**config.mk**
```make
export PLATFORM = sky130hd
export DESIGN_NAME = sm_mult_ctrl
export DESIGN_NICKNAME = d
export VERILOG_FILES = /design/src/rtl/sm_mult_ctrl.sv
export SDC_FILE = /design/constraint.sdc
export NUM_CORES = 1
export LEC_CHECK = 0
export BUFFER_PORTS_ARGS = -buffer_cell sky130_fd_sc_hd__buf_2
export CAP_MARGIN = 20
export CORE_MARGIN = 5
export CORE_UTILIZATION = 55
export CTS_CLUSTER_DIAMETER = 120
export DETAILED_ROUTE_END_ITERATION = 8
export GPL_TIMING_DRIVEN = 0
export PLACE_DENSITY = 0.79
export SETUP_SLACK_MARGIN = 0.2
export SYNTH_ARGS = -nofsm -noshare
export SYNTH_HDL_FRONTEND = slang
export SYNTH_SLANG_ARGS = --single-unit
export TNS_END_PERCENT = 100
```
**constraint.sdc**
```tcl
create_clock -name clk -period 2.4 [get_ports clk]
set_clock_uncertainty 0.2 [all_clocks]
set_input_delay 0.24 -clock clk [delete_from_list [all_inputs] [get_ports clk]]
set_output_delay 0.24 -clock clk [all_outputs]
set_load 0.005 [all_outputs]
```
**src/rtl/sm_mult_ctrl.sv**
```systemverilog
// Sequential sign-magnitude multiplier: a three-process FSM sequences a shift-add
// datapath (mcand, carry/acc/mq shift chain, down-counter) into a registered 2N-bit product.
module sm_mult_ctrl #(
  parameter int N = 6
) (
  input  logic           clk,
  input  logic           rst_n,
  input  logic           start,
  input  logic [N-1:0]   a,
  input  logic [N-1:0]   b,
  output logic           op_sel,
  output logic           busy,
  output logic           done,
  output logic [2*N-1:0] product
);

  localparam int CW = $clog2(N);

  typedef enum logic [2:0] {
    S_IDLE,
    S_LOAD,
    S_ADD,
    S_SHIFT,
    S_DONE
  } state_t;

  state_t           r_state;
  state_t           w_next;

  logic [N-2:0]     r_mcand;
  logic [N-2:0]     r_acc;
  logic [N-2:0]     r_mq;
  logic             r_carry;
  logic             r_sign;
  logic [CW-1:0]    r_count;
  logic [2*N-1:0]   r_product;

  logic [N-1:0]     w_sum;
  logic [2*N-2:0]   w_shift;
  logic             w_last;

  // The adder carry becomes the acc MSB after the shift, so no overflow is lost.
  assign w_sum   = {1'b0, r_acc} + {1'b0, r_mcand};
  assign w_shift = {1'b0, r_carry, r_acc, r_mq[N-2:1]};
  assign w_last  = (r_count == CW'(1));

  always_ff @(posedge clk or negedge rst_n) begin
    if (!rst_n) begin
      r_state <= S_IDLE;
    end else begin
      r_state <= w_next;
    end
  end

  always_comb begin
    w_next = r_state;
    case (r_state)
      S_IDLE:  if (start) w_next = S_LOAD;
      S_LOAD:  w_next = S_ADD;
      S_ADD:   w_next = S_SHIFT;
      S_SHIFT: w_next = w_last ? S_DONE : S_ADD;
      S_DONE:  w_next = S_IDLE;
      default: w_next = S_IDLE;
    endcase
  end

  always_comb begin
    op_sel = (r_state == S_LOAD);
    busy   = (r_state == S_LOAD) || (r_state == S_ADD) || (r_state == S_SHIFT);
    done   = (r_state == S_DONE);
  end

  always_ff @(posedge clk or negedge rst_n) begin
    if (!rst_n) begin
      r_mcand   <= '0;
      r_acc     <= '0;
      r_mq      <= '0;
      r_carry   <= 1'b0;
      r_sign    <= 1'b0;
      r_count   <= '0;
      r_product <= '0;
    end else begin
      case (r_state)
        S_LOAD: begin
          r_mcand <= a[N-2:0];
          r_mq    <= b[N-2:0];
          r_acc   <= '0;
          r_carry <= 1'b0;
          r_sign  <= a[N-1] ^ b[N-1];
          r_count <= CW'(N-1);
        end
        S_ADD: begin
          if (r_mq[0]) {r_carry, r_acc} <= w_sum;
        end
        S_SHIFT: begin
          {r_carry, r_acc, r_mq} <= w_shift;
          r_count <= r_count - CW'(1);
          // Capture on entry to DONE; a zero magnitude is forced positive.
          if (w_last) begin
            r_product <= {r_sign & (|w_shift[2*N-3:0]), 1'b0, w_shift[2*N-3:0]};
          end
        end
        default: ;
      endcase
    end
  end

  assign product = r_product;

endmodule

```
==> results.sh <==
export IMPL_numPortBuffers=28
export IMPL_cts_buffers=5
export IMPL_hold_depth=3
export IMPL_drtAntennaViolNets=0
export IMPL_dieHeight_um=65.9
export IMPL_start_util_pct=56.7
export IMPL_cts_sinks=34
export IMPL_p_switching_mw=1.11
export IMPL_core_area_um2=3030
export IMPL_critPathMaxFanout=5
export IMPL_cts_resized=0
export IMPL_cpPeakStageDelay_ns=0.47
export IMPL_avgViaCountPerCell=5.34
export IMPL_post_cts_buffers=0
export IMPL_antenna_cells=0
export IMPL_nFillCells=241
export IMPL_rrSetupSlack_ns=0.28
export IMPL_critical_path_arrival_ns=2.14
export IMPL_combPwrFrac_pct=48.3
export IMPL_worstSetupStartpointType="flip-flop"
export IMPL_min_to="r_mq[1]"
export IMPL_timing_worst_setup_path_type="flip-flop to flip-flop"
export IMPL_synth_seq_cells=34
export IMPL_clock_latency_ns=0.34
export IMPL_grt_overflow=0
export IMPL_postSynthAreaPerCell_um2=10.9
export IMPL_dpl_cell_count=230
export IMPL_reg2reg_to="r_acc[4]"
export IMPL_hold_class="input pin to flip-flop"
export IMPL_clk_pin_slew_worst_paths_ns=0.11
export IMPL_clock_tree_buffer_depth=2
export IMPL_drc=0
export IMPL_fp_row_count=20
export IMPL_grt_max_degree=35
export IMPL_drtIter0Drc=45
export IMPL_via_count=1335
export IMPL_fin_crit_sh_pct=88.1
export IMPL_worst_slew_pin_slew_ns=0.736
export IMPL_grt_pass1_wl_um=5710
export IMPL_maxSlewHeadroom_pct=50.9
export IMPL_avgRoutedWirePerCell_um=13.8
export IMPL_maxCapViolations=0
export IMPL_rr_worst_depth=7
export IMPL_hold_ws_ns=0.00628
export IMPL_ys_types=38
export IMPL_cp_top_family="adder cells"
export IMPL_pwr_share_clk_pct=12.5
export IMPL_setup_tns_ns=0
export IMPL_ios=30
export IMPL_worst_path_buf_inv=1
export IMPL_setup_viol=0
export IMPL_fin_crit_ns=2.12
export IMPL_cp_required_ns=2.43
export IMPL_area_growth_pct=22.1
export IMPL_finalMaxSlewViolations=0
export IMPL_routed_wl_um=3440
export IMPL_gp_congestion=0.859
export IMPL_p_seq_share_pct=39.2
export IMPL_cts_tree="done"
export IMPL_htreeDepth=2
export IMPL_finalHoldViolations=0
export IMPL_grt_pass1_vias=1263
export IMPL_rsz0062_at_grt="no"
export IMPL_status="finished, final reports clean"
export IMPL_path_cells="ha_1, inv_1, fa_1, nand2b_1, a21oi_1, mux2i_1, o32a_1"
export IMPL_irDropWorstVdd_v=0.000656
export IMPL_holdCritStartpoint="b[1]"
export IMPL_fmax_mhz=473
export IMPL_synth_nets=181
export IMPL_syn_cell_area_um2=1720
export IMPL_dr_pass1_iters=5
export IMPL_grt_use_total_pct=17.5
export IMPL_p_int_mw=1.61
export IMPL_synthCells=158
export IMPL_cp_end_kind="flip-flop"
export IMPL_cpMaxStageDelayCell="dfrtp_1"
export IMPL_yosys_warnings=0
export IMPL_fp_dieArea_um2=4340
export IMPL_fin_cells=250
export IMPL_cts_root_buffer="clkbuf_4"
export IMPL_p_per_area_nw_per_um2=1300
export IMPL_ys_seq_area_share_pct=49.6
export IMPL_grt_antenna_before_repair=0
export IMPL_dp_hpwl_um=2520
export IMPL_p_sw_share_pct=40.7
export IMPL_drive_gt1_share_pct=25.2
export IMPL_die_width_um=65.9
export IMPL_nNetsFinal=228
export IMPL_worstReg2RegStart="r_acc[0]"
export IMPL_p_leak_nw=0.996
## area by class of cell
cell class,instances,area (um2),area share (%)
clock buffer,6,51.3,2.45
tap,44,55.1,2.63
timing repair buffer,40,260,12.4
inverter,6,22.5,1.07
clock inverter,2,12.5,0.597
buffer,7,43.8,2.09
multi-input combinational,111,800,38.1
sequential,34,851,40.6
## cell families after synthesis
group,count (synthesis),synth area share (%)
buffers and inverters,13,3.86
XOR/XNOR,2,1.02
adder cells (fa/ha/maj),8,6.27
AO/OA/AOI/OAI,34,11.4
flip-flops,34,49.6
other,1,0.218
multiplexers,21,13.3
AND/OR/NAND/NOR,45,14.4
## routing by layer
| metal | routed length (um) | track usage [%] | vias up |
|---|---|---|---|
| met5 | 0 | 0 | - |
| li1 | - | - | 650 |
| met1 | 1460 | 21.8 | 638 |
| met4 | 54 | 5.96 | 0 |
| met3 | 208 | 5.61 | 8 |
| met2 | 1720 | 28.5 | 39 |
## worst max-delay path by stage
stage,startpoint,endpoint,cells after the start
floorplan,r_acc[0],r_acc[4],7
global placement,r_acc[0],r_acc[4],7
detailed placement,r_acc[0],r_acc[4],7
CTS,r_acc[0],r_acc[4],7
global route,r_acc[0],r_acc[4],7
finish,r_acc[0],r_acc[4],7
## placed cells by master (no fill, tap or decap), types with 2 or more instances in the layout
cell           count
dlygate4sd3_1     12
ha_1               7
mux2_1             7
o32a_1             2
mux2_2             7
buf_4              2
and3_1             2
nor4_1             2
nand3_1            4
nor2_1            11
mux2i_1            7
inv_1              6
o21ai_0           16
buf_2             30
dfrtp_1           34
nand2_1           13
a21oi_1           10
clkbuf_4           5
nand3b_1           2
clkbuf_1           2
nand2b_1           3
## Yosys cell counts
library cell / n / area share [%]
nor3b_2: 1 / 0.73
a211oi_1: 1 / 0.44
buf_2: 2 / 0.58
xnor2_1: 1 / 0.51
a31oi_1: 1 / 0.36
o21a_1: 1 / 0.44
dfrtp_1: 34 / 50
nor3b_1: 1 / 0.44
ha_1: 7 / 5.1
o21ai_0: 16 / 4.7
mux2_2: 7 / 4.6
buf_6: 1 / 0.66
nand2b_4: 1 / 0.80
nand3b_1: 2 / 0.87
nand2b_1: 3 / 1.1
nor4_1: 2 / 0.73
conb_1: 1 / 0.22
clkbuf_1: 2 / 0.44
and3_1: 2 / 0.73
buf_4: 2 / 0.87
inv_1: 6 / 1.3
mux2_1: 7 / 4.6
nand3_1: 4 / 1.2
a21boi_0: 1 / 0.44
xor2_1: 1 / 0.51
nand2_1: 13 / 2.8
and2_1: 1 / 0.36
o211ai_1: 1 / 0.44
nor2_4: 1 / 0.66
nor2b_1: 1 / 0.36
nor3_4: 1 / 0.95
nor2_1: 11 / 2.4
mux2i_1: 7 / 4.1
nor3_1: 1 / 0.29
o32a_1: 2 / 1.2
fa_1: 1 / 1.2
a21oi_1: 10 / 2.9
o41ai_1: 1 / 0.51
## flip-flops by register name (all words and copies together), names as in the netlist
register  flops
r_mq          5
product      11
r_acc         5
r_mcand       5
r_count       3
r_carry       1
r_sign        1
r_state       3
## worst min-delay path, delay by kind of cell
family	cells	cell delay, ns
multiplexers	1	0.05
AO/OA/AOI/OAI	1	0.15
buffers and inverters	1	0.08
## per-stage QoR
step	area (um2)	power (mW)	utilization [%]	setup WS (ns)
3_5_place_dp	1910	2.37	63.1	0.304
2_1_floorplan	1720	1.99	-	0.478
6_report	2100	2.71	69.2	0.285
5_1_grt	2100	2.95	69.2	0.200
3_3_place_gp	1910	2.29	63.1	0.326
4_1_cts	2100	2.73	69.2	0.297
## repair_timing
item                                    CTS  global route
endpoints found under the setup margin    0             0
endpoints found under the hold margin    44             0
hold buffers                             12             0
## power by group through the flow
stage	clock network, mW	logic [mW]	registers [mW]
finish	0.339	1.31	1.07
global route	0.374	1.48	1.10
CTS	0.347	1.32	1.06
detailed placement	0	1.29	1.08
global placement	0	1.23	1.06
floorplan	0	0.966	1.02
Note: power is estimated with default switching activity, not from simulation.
